### config.mk
export PLATFORM = sky130hd
export DESIGN_NAME = four_bit_subtractor_flat
export DESIGN_NICKNAME = d
export VERILOG_FILES = /design/src/rtl/four_bit_subtractor_if.sv /design/src/rtl/four_bit_subtractor.sv /design/src/flat_wrapper.sv
export SDC_FILE = /design/constraint.sdc
export NUM_CORES = 1
export LEC_CHECK = 0
export ABC_AREA = 1
export BUFFER_PORTS_ARGS = -buffer_cell sky130_fd_sc_hd__clkbuf_2
export CELL_PAD_IN_SITES_DETAIL_PLACEMENT = 0
export CELL_PAD_IN_SITES_GLOBAL_PLACEMENT = 2
export CORE_UTILIZATION = 17
export DETAILED_ROUTE_END_ITERATION = 6
export PLACE_DENSITY = 0.7
export SYNTH_ARGS = -nofsm -noshare
export SYNTH_HDL_FRONTEND = slang
export SYNTH_SLANG_ARGS = --single-unit
### constraint.sdc
create_clock -name clk -period 1.8 [get_ports clk]
set_clock_uncertainty 0.1 [all_clocks]
set_input_delay 0.18 -clock clk [delete_from_list [all_inputs] [get_ports clk]]
set_output_delay 0.18 -clock clk [all_outputs]
set_load 0.005 [all_outputs]
### src/rtl/four_bit_subtractor_if.sv
// Operand/result bundle for four_bit_subtractor; flag signals exist only
// when FOUR_BIT_SUBTRACTOR_FLAGS_EN is defined.
interface four_bit_subtractor_if #(
  parameter int unsigned WIDTH = 4
);
  logic [WIDTH-1:0] x;
  logic [WIDTH-1:0] y;
  logic             borrowIn;
  logic             validIn;
  logic [WIDTH-1:0] xy;
  logic             borrowOut;
  logic [WIDTH-1:0] xyReg;
  logic             borrowReg;
  logic             validOut;
`ifdef FOUR_BIT_SUBTRACTOR_FLAGS_EN
  logic             zero;
  logic             overflow;

  modport master (
    output x, y, borrowIn, validIn,
    input  xy, borrowOut, xyReg, borrowReg, validOut, zero, overflow
  );
  modport slave (
    input  x, y, borrowIn, validIn,
    output xy, borrowOut, xyReg, borrowReg, validOut, zero, overflow
  );
`else
  modport master (
    output x, y, borrowIn, validIn,
    input  xy, borrowOut, xyReg, borrowReg, validOut
  );
  modport slave (
    input  x, y, borrowIn, validIn,
    output xy, borrowOut, xyReg, borrowReg, validOut
  );
`endif
endinterface

### src/rtl/four_bit_subtractor.sv
// Ripple-borrow subtractor x - y - borrowIn with a one-cycle registered copy.
// Optional zero/overflow flags: define FOUR_BIT_SUBTRACTOR_FLAGS_EN.
module four_bit_subtractor #(
  parameter int unsigned WIDTH = 4
) (
  input logic                 clk,
  input logic                 reset,
  four_bit_subtractor_if.slave bus
);
  localparam int unsigned MSB = WIDTH - 1;

  logic [WIDTH-1:0] diff;
  logic             borrow;

  // Full-subtractor chain; the running borrow is a procedural variable.
  always_comb begin
    logic b;
    diff = '0;
    b    = bus.borrowIn;
    for (int i = 0; i < int'(WIDTH); i++) begin
      diff[i] = bus.x[i] ^ bus.y[i] ^ b;
      b       = (~bus.x[i] & bus.y[i]) | (~(bus.x[i] ^ bus.y[i]) & b);
    end
    borrow = b;
  end

  assign bus.xy        = diff;
  assign bus.borrowOut = borrow;

  always_ff @(posedge clk or posedge reset) begin
    if (reset) begin
      bus.xyReg     <= '0;
      bus.borrowReg <= 1'b0;
      bus.validOut  <= 1'b0;
    end else if (bus.validIn) begin
      bus.xyReg     <= diff;
      bus.borrowReg <= borrow;
      bus.validOut  <= 1'b1;
    end else begin
      bus.validOut  <= 1'b0;
    end
  end

`ifdef FOUR_BIT_SUBTRACTOR_FLAGS_EN
  logic zeroNext;
  logic overflowNext;

  // Signed overflow: operand signs differ and the result sign departs from x.
  assign zeroNext     = (diff == '0);
  assign overflowNext = (bus.x[MSB] != bus.y[MSB]) && (diff[MSB] != bus.x[MSB]);

  always_ff @(posedge clk or posedge reset) begin
    if (reset) begin
      bus.zero     <= 1'b0;
      bus.overflow <= 1'b0;
    end else if (bus.validIn) begin
      bus.zero     <= zeroNext;
      bus.overflow <= overflowNext;
    end
  end
`endif
endmodule

### src/flat_wrapper.sv
// flat-port wrapper written by rule: the top's interface ports become plain ports
module four_bit_subtractor_flat 
#(
  parameter int unsigned WIDTH = 4
)
  (clk, reset, bus_x, bus_y, bus_borrowIn, bus_validIn, bus_xy, bus_borrowOut, bus_xyReg, bus_borrowReg, bus_validOut);
  four_bit_subtractor_if #(.WIDTH(WIDTH)) bus_i ();
  input logic clk;
  input logic reset;
  input wire logic [$bits(bus_i.x)-1:0] bus_x;
  input wire logic [$bits(bus_i.y)-1:0] bus_y;
  input wire logic [$bits(bus_i.borrowIn)-1:0] bus_borrowIn;
  input wire logic [$bits(bus_i.validIn)-1:0] bus_validIn;
  output wire logic [$bits(bus_i.xy)-1:0] bus_xy;
  output wire logic [$bits(bus_i.borrowOut)-1:0] bus_borrowOut;
  output wire logic [$bits(bus_i.xyReg)-1:0] bus_xyReg;
  output wire logic [$bits(bus_i.borrowReg)-1:0] bus_borrowReg;
  output wire logic [$bits(bus_i.validOut)-1:0] bus_validOut;
  assign bus_i.x = bus_x;
  assign bus_i.y = bus_y;
  assign bus_i.borrowIn = bus_borrowIn;
  assign bus_i.validIn = bus_validIn;
  assign bus_xy = bus_i.xy;
  assign bus_borrowOut = bus_i.borrowOut;
  assign bus_xyReg = bus_i.xyReg;
  assign bus_borrowReg = bus_i.borrowReg;
  assign bus_validOut = bus_i.validOut;
  four_bit_subtractor #(.WIDTH(WIDTH)) u_core (.clk(clk), .reset(reset), .bus(bus_i));
endmodule
# Word level (Yosys, flattened, before mapping)
# Cells that the tools add are included.
[classes]
mul = 0
div_mod_pow = 0
order_cmp = 0
n_eq_ne = 0
n_reduce_logical = 0
bitwise_logic = 28
n_mux = 1
addsub = 0
shift = 0
[ops]
columns = ["op", "n"]
rows = [
  ["$and A1 B1 Y1", 8],
  ["$not A1 Y1", 8],
  ["$xor A1 B1 Y1", 8],
  ["$or A1 B1 Y1", 4],
  ["$mux W1", 1],
]
[totals]
n_memories = 0
regBits = 6
inputBits = 12
ram_bits = 0
rom_bits = 0
wordCells = 32
latch_bits = 0
out_inout_bits = 11

# Depth between registers and ports, before layout
# Gate-level depths: netlist of run 1.
[depth]
word_depth = 10
ltp_mapped = 10
ltp_nobuf = 10

# Worst setup path before layout of run 1
# No wires, ideal clock.
[synth_path]
path_kind = "input to register"
start = "input port bus_borrowIn"
end = "register u_core.bus.xyReg[3]"
n_path_buf = 0
setup_ps = 116
cell_stages = 9
slack_ps = -202
t_required_ps = 1584
t_arrival_ps = 1785
path_cell_list = "inv_1 fa_1 inv_1 fa_1 fa_1 inv_1 fa_1 nand2_1 nand2_1"
[synth_via]
elab_chain_len = 7
[synth_lines]
columns = ["element", "line_no", "rtl"]
rows = [
  ["start, declared", "flat_wrapper.sv:12", "input wire logic [$bits(bus_i.borrowIn)-1:0] bus_borrowIn;"],
  ["$and A1 B1 Y1", "four_bit_subtractor.sv:22", "b = (~bus.x[i] & bus.y[i]) | (~(bus.x[i] ^ bus.y[i]) & b);"],
  ["$or A1 B1 Y1", "four_bit_subtractor.sv:22", ""],
  ["$and A1 B1 Y1", "four_bit_subtractor.sv:22", ""],
  ["$or A1 B1 Y1", "four_bit_subtractor.sv:22", ""],
  ["$and A1 B1 Y1", "four_bit_subtractor.sv:22", ""],
  ["$or A1 B1 Y1", "four_bit_subtractor.sv:22", ""],
  ["$xor A1 B1 Y1", "four_bit_subtractor.sv:21", "diff[i] = bus.x[i] ^ bus.y[i] ^ b;"],
  ["via bus_xy[3]", "flat_wrapper.sv:14", "output wire logic [$bits(bus_i.xy)-1:0] bus_xy;"],
  ["end signal, assigned", "four_bit_subtractor.sv:36", "bus.xyReg <= diff;"],
  ["end, declared", "four_bit_subtractor_if.sv:34", "output xy, borrowOut, xyReg, borrowReg, validOut"],
]
# The timed path passes the listed nets, and every way through them passes these cells.
# A chain may end at the register's enable or synchronous reset.

# Worst setup path in the final report of run 1
[layout_path]
start = "input port bus_borrowIn"
end = "output port bus_xy[3]"
[layout_via]
elab_chain_len = 7
[layout_lines]
columns = ["element", "line_no"]
rows = [
  ["$and A1 B1 Y1", "four_bit_subtractor.sv:22"],
  ["$or A1 B1 Y1", "four_bit_subtractor.sv:22"],
  ["$and A1 B1 Y1", "four_bit_subtractor.sv:22"],
  ["$or A1 B1 Y1", "four_bit_subtractor.sv:22"],
  ["$and A1 B1 Y1", "four_bit_subtractor.sv:22"],
  ["$or A1 B1 Y1", "four_bit_subtractor.sv:22"],
  ["$xor A1 B1 Y1", "four_bit_subtractor.sv:21"],
  ["end, declared", "flat_wrapper.sv:14"],
]
# No other way between the ends.

==> impl_metrics.py, run 1 <==
metrics = {
    "clock_network": {
        "cts_tree": "done",
        "cts_made_buffers": 3,
        "clk_latency_ps": 230,
        "cts_sinks": 6,
        "cts_buffer_depth": 2,
        "clockRootBuffer": "clkbuf_4",
        "clkTransAtPathRegs_ps": 50,
        "htreeDepth": 1,
    },
    "timing": {
        "setup_slack_ps": -334,
        "slew_viol_final": 0,
        "period_minus_slack_ps": 2130,
        "tightest_slew_ps": 230,
        "fin_crit_sh": 1.19,
        "rsz0062_at_grt": "true",
        "setup_viol": 4,
        "max_freq_mhz": 469,
        "timing_hold_violations_final": 0,
        "max-slew-margin-rel": 0.846,
    },
    "floorplan": {
        "start_util": 0.186,
        "rows": 15,
        "core_area_mm2": 0.00178,
        "chipWidth_um": 46.2,
        "ioPinCount": 23,
        "die_h_um": 46.2,
        "dieArea_mm2": 0.00213,
    },
    "global_routing": {
        "grt_max_degree": 8,
        "grt_pass1_wl_um": 959,
        "grt_pass1_vias": 260,
        "grt_usage": 0.0681,
        "overflow": 0,
        "antenna_found_initial": 0,
    },
    "placed_design": {
        "gp_congestion": 0.708,
        "placed_cell_area_um2": 505,
        "portBuffers": 22,
        "dp_hpwl_um": 598,
        "post-place-cells": 85,
        "pre_cts_ws_ps": -404,
    },
    "power_and_ir_drop": {
        "p_per_area_mw_per_mm2": 739,
        "leakage_nw": 0.331,
        "ir_drop_mv": 0.196,
        "p_total_mw": 0.418,
    },
    "finish": {
        "n_antenna_cell": 0,
        "final_cell_mix": "clkbuf_2, nand2_1, inv_1, dfrtp_1, inv_2",
        "seqCellArea_um2": 150,
        "stdcell_count": 90,
        "fin_nets": 83,
        "multi_input_area_um2": 144,
        "final_common_cell": "clkbuf_2",
        "syn2layout_area_growth_pct": 70.6,
        "fill_cells": 209,
        "final_area_um2": 566,
        "drive_gt1_frac": 0.554,
    },
    "drt": {
        "drc": 0,
        "dr.pass1.iters": 2,
        "dr.max_layer_used": "met4",
        "drt-total-wl_um": 703,
        "drt_iter0_markers": 2,
        "dr_wl_met2_um": 312,
        "wirelength_met1_um": 314,
        "via_per_inst": 3.32,
        "route.met3.wl_um": 70,
        "vias": 299,
        "postRouteAntennaNets": 0,
        "wl_per_cell_um": 7.81,
    },
    "synth": {
        "synthDistinctLibCells": 5,
        "synth.avg_cell_area_um2": 8.96,
        "ys_warn_count": 0,
        "syn_area_um2": 332,
        "ys_seq_elements": 6,
        "synth_nets": 53,
        "synth_cells": 37,
        "ys_seq_area_frac": 0.453,
    },
    "critical_path": {
        "cp_slowest_cell": "fa_1",
        "cpPeakStageDelay_ps": 420,
        "reg2reg_from": "u_core.bus.xyReg[3]$_DFFE_PP0P_",
        "crit_type": "input pin to output pin",
        "cp-end-kind": "output pin",
        "path_max_fanout": 2,
        "cpMostUsedCell": "fa_2",
        "cp-start-kind": "input pin",
        "cp_cell_sequence": "clkbuf_16 > inv_12 > fa_2 > inv_2 > fa_2 > fa_2 > inv_2 > fa_1 > clkbuf_2",
        "r2r_cells": 2,
        "crit_start": "bus_borrowIn",
        "r2r_slack_ps": 1090,
        "crit_arrival_ps": 1850,
        "worstPathRequired_ps": 1520,
    },
    "run": {
        "drv_cap": 0,
    },
    "outcome": {
        "violations": "setup timing",
        "status": "finished with violations",
    },
    "min_path": {
        "hold_path_class": "input pin to flop",
        "hp-start": "bus_validIn",
        "hold_depth": 1,
    },
}
==> metrics by stage <==
step | setup TNS (ps) | utilization | hold WS [ps]
after global placement | -1430 | 0.284 | -20.1
final | -602 | 0.317 | 65.7
after detailed placement | -1460 | 0.284 | -15.7
after global routing | -848 | 0.317 | 73.9
after CTS | -655 | 0.317 | 61.9
after floorplan | -164 | - | -129
==> state kept, by name, indices dropped and copies added, names as in the netlist <==
name / count
u_core.bus.xyReg: 4
u_core.bus.borrowReg: 1
u_core.bus.validOut: 1
==> layout make-up <==
type                            count  area share
Inverter                           12       0.111
Sequential cell                     6       0.265
Multi-Input combinational cell     19       0.254
Timing Repair Buffer               25       0.274
Clock buffer                        3      0.0398
Tap cell                           25      0.0553
==> repair_timing <==
item	in CTS	in global routing
setup buffers	1	0
resized for setup	4	1
hold endpoints to repair	6	0
endpoints found under the setup margin	5	4
hold buffers	1	0
pin swaps	3	0
==> kinds of logic (layout without fill, tap and decap cells) <==
family | after synthesis | count (layout) | share of synthesized area
fa+ha+maj | 4 | 4 | 0.242
flops | 6 | 6 | 0.453
simple gates | 15 | 15 | 0.170
buf+inv | 12 | 40 | 0.136
==> path summary, 6_finish.rpt <==
check	end
worst max register to register	u_core.bus.xyReg[3]$_DFFE_PP0P_
worst min-delay path	u_core.bus.validOut$_DFF_PP0_
max in group asynchronous	u_core.bus.xyReg[2]$_DFFE_PP0P_
min in group asynchronous	u_core.bus.validOut$_DFF_PP0_
worst min register to register	u_core.bus.xyReg[1]$_DFFE_PP0P_
worst max-delay path	bus_xy[3]
==> synth_stat cells, drive strengths merged <==
cell type / number / area [um^2]
dfrtp: 6 / 150
fa: 4 / 80.1
inv: 12 / 45.0
nand2: 15 / 56.3
==> where the power goes <==
group / total, mW / internal [mW] / switching, mW
Clock: 0.120 / 0.0752 / 0.0451
Sequential: 0.164 / 0.155 / 0.00898
Combinational: 0.134 / 0.0707 / 0.0633
==> routing by layer <==
metal	GRT usage	vias up
li1	-	156
met1	0.0742	126
met2	0.104	15
met3	0.0275	2
met4	0.0529	0
met5	0	-
==> worst max-delay path: cells and delay by family <==
| kind | cells | cell delay, ps |
|---|---|---|
| fa+ha+maj | 4 | 1280 |
| buf+inv | 5 | 400 |
No activity file was read; power rests on OpenSTA's default activity.
==> run 2: changes to the inputs <==
==> constraint.sdc (replaced) <==
create_clock -name clk -period 1.8 [get_ports clk]
set_clock_uncertainty 0.1 [all_clocks]
set_input_delay 0.27 -clock clk [delete_from_list [all_inputs] [get_ports clk]]
set_output_delay 0.27 -clock clk [all_outputs]
set_load 0.005 [all_outputs]
==> run 2 against run 1 <==
  * The flow still finishes with violations (setup timing)
  * Maximum frequency fell by 8.1%
  * Clock power barely moved
  * Combinational power rose by 18%
  * Critical endpoint unchanged
==> impl_metrics.py, run 2 (synthesized netlist as in run 1, its figures left out) <==
metrics = {
    "timing": {
        "setup_viol": 4,
        "rsz0062_at_grt": "true",
        "fin_crit_sh": 1.29,
        "setup_slack_ps": -523,
        "max_freq_mhz": 431,
        "tightest_slew_ps": 227,
        "setup_tns_ps": -1310,
        "period_minus_slack_ps": 2320,
        "timing_hold_violations_final": 0,
        "max-slew-margin-rel": 0.848,
        "slew_viol_final": 0,
    },
    "drt": {
        "dr_wl_met2_um": 268,
        "route.met3.wl_um": 69,
        "vias": 317,
        "postRouteAntennaNets": 0,
        "drc": 0,
        "wl_per_cell_um": 7.30,
        "dr.pass1.iters": 1,
        "drt-total-wl_um": 679,
        "wirelength_met1_um": 311,
        "drt_iter0_markers": 0,
        "dr.max_layer_used": "met4",
        "via_per_inst": 3.41,
    },
    "placed_design": {
        "placed_cell_area_um2": 528,
        "dp_hpwl_um": 606,
        "portBuffers": 22,
        "gp_congestion": 0.658,
        "pre_cts_ws_ps": -595,
    },
    "critical_path": {
        "crit_type": "input pin to output pin",
        "cp_cell_sequence": "clkbuf_16 > inv_12 > fa_2 > inv_2 > fa_2 > fa_2 > inv_2 > fa_2 > clkbuf_2",
        "cp_slowest_cell": "fa_2",
        "path_max_fanout": 2,
        "path_depth": 9,
        "crit_buf_inv": 5,
        "reg2reg_from": "u_core.bus.xyReg[3]$_DFFE_PP0P_",
        "cp_top_family": "adder cells",
        "cpPeakStageDelay_ps": 430,
        "cp-start-kind": "input pin",
        "r2r_slack_ps": 1100,
        "cp-end-kind": "output pin",
        "crit_arrival_ps": 1950,
        "r2r_end": "u_core.bus.xyReg[3]$_DFFE_PP0P_",
        "cpMostUsedCell": "fa_2",
        "r2r_cells": 2,
        "worstPathRequired_ps": 1430,
    },
    "finish": {
        "fin_nets": 86,
        "finish.utilization": 0.336,
        "top_regs": "u_core.bus.xyReg: 4 flops, u_core.bus.borrowReg: 1 flops, u_core.bus.validOut: 1 flops",
        "n_antenna_cell": 0,
        "final_area_um2": 599,
        "regMostFlops": "u_core.bus.xyReg",
        "final_common_cell": "clkbuf_2",
        "syn2layout_area_growth_pct": 80.8,
        "largest_register_ffs": 4,
        "final_cell_mix": "clkbuf_2, nand2_1, inv_2, dfrtp_1",
        "drive_gt1_frac": 0.647,
    },
    "floorplan": {
        "ioPinCount": 23,
        "chipWidth_um": 46.2,
        "core_area_mm2": 0.00178,
        "rows": 15,
        "dieArea_mm2": 0.00213,
        "die_h_um": 46.2,
        "start_util": 0.186,
    },
    "clock_network": {
        "clockRootBuffer": "clkbuf_4",
        "cts_made_buffers": 3,
        "cts_buffer_depth": 2,
        "clkTransAtPathRegs_ps": 40,
        "htreeDepth": 1,
        "clk_latency_ps": 240,
        "cts_tree": "done",
        "cts_sinks": 6,
    },
    "power_and_ir_drop": {
        "p_per_area_mw_per_mm2": 738,
        "leakage_nw": 0.345,
        "ir_drop_mv": 0.179,
    },
    "run": {
        "drv_cap": 0,
    },
    "global_routing": {
        "grt_pass1_vias": 281,
        "overflow": 0,
        "grt_pass1_wl_um": 1070,
        "grt_max_degree": 8,
        "grt_usage": 0.0770,
        "antenna_found_initial": 0,
    },
    "min_path": {
        "min_to": "u_core.bus.validOut$_DFF_PP0_",
        "hp-start": "bus_validIn",
        "hold_depth": 1,
        "hold_path_class": "input pin to flop",
    },
    "outcome": {
        "status": "finished with violations",
        "violations": "setup timing",
    },
}
run 2: stage by stage:
stage          power [mW]  instances  hold slack (ps)
2_1_floorplan       0.222         37            -39.0
5_1_grt             0.476         93              172
6_report            0.442         93              161
3_5_place_dp        0.308         88             75.8
4_1_cts             0.449         93              148
3_3_place_gp        0.305         88             69.6
run 2: worst max path at each step:
stage | start | slack [ps] | endpoint
floorplan | bus_borrowIn | -240 | bus_xy[3]
global placement | bus_borrowIn | -570 | bus_xy[3]
detailed placement | bus_borrowIn | -600 | bus_xy[3]
CTS | bus_borrowIn | -540 | bus_xy[3]
global route | bus_borrowIn | -570 | bus_xy[3]
finish | bus_borrowIn | -520 | bus_xy[3]
run 2: layer usage:
| layer | vias up | global-route usage |
|---|---|---|
| li1 | 165 | - |
| met1 | 131 | 0.0883 |
| met2 | 17 | 0.101 |
| met3 | 4 | 0.0275 |
| met4 | 0 | 0.0882 |
| met5 | - | 0 |
run 2: final cells by class:
class,count,area [um^2]
Tap cell,25,31.3
Inverter,12,62.6
Fill cell,192,1180
Clock buffer,3,22.5
Timing Repair Buffer,28,181
Sequential cell,6,150
Multi-Input combinational cell,19,151
run 2: timing repair:
item                                   in CTS  in global routing
hold buffers                                1                  0
gates resized for setup                     6                  4
endpoints found under the hold margin       6                  0
pin swaps                                   1                  1
setup endpoints to repair                   7                  6
setup buffers                               1                  0
run 2: report_power, final:
group	switching, mW	leakage, nW	internal, mW
logic	0.0687	0.258	0.0891
clock network	0.0453	0.0138	0.0752
registers	0.00921	0.0725	0.155
run 2: worst register-to-register path: stages (launching register included):
cell and delay, ps:
dfrtp_1 380, nand2_1 70, nand2_1 50
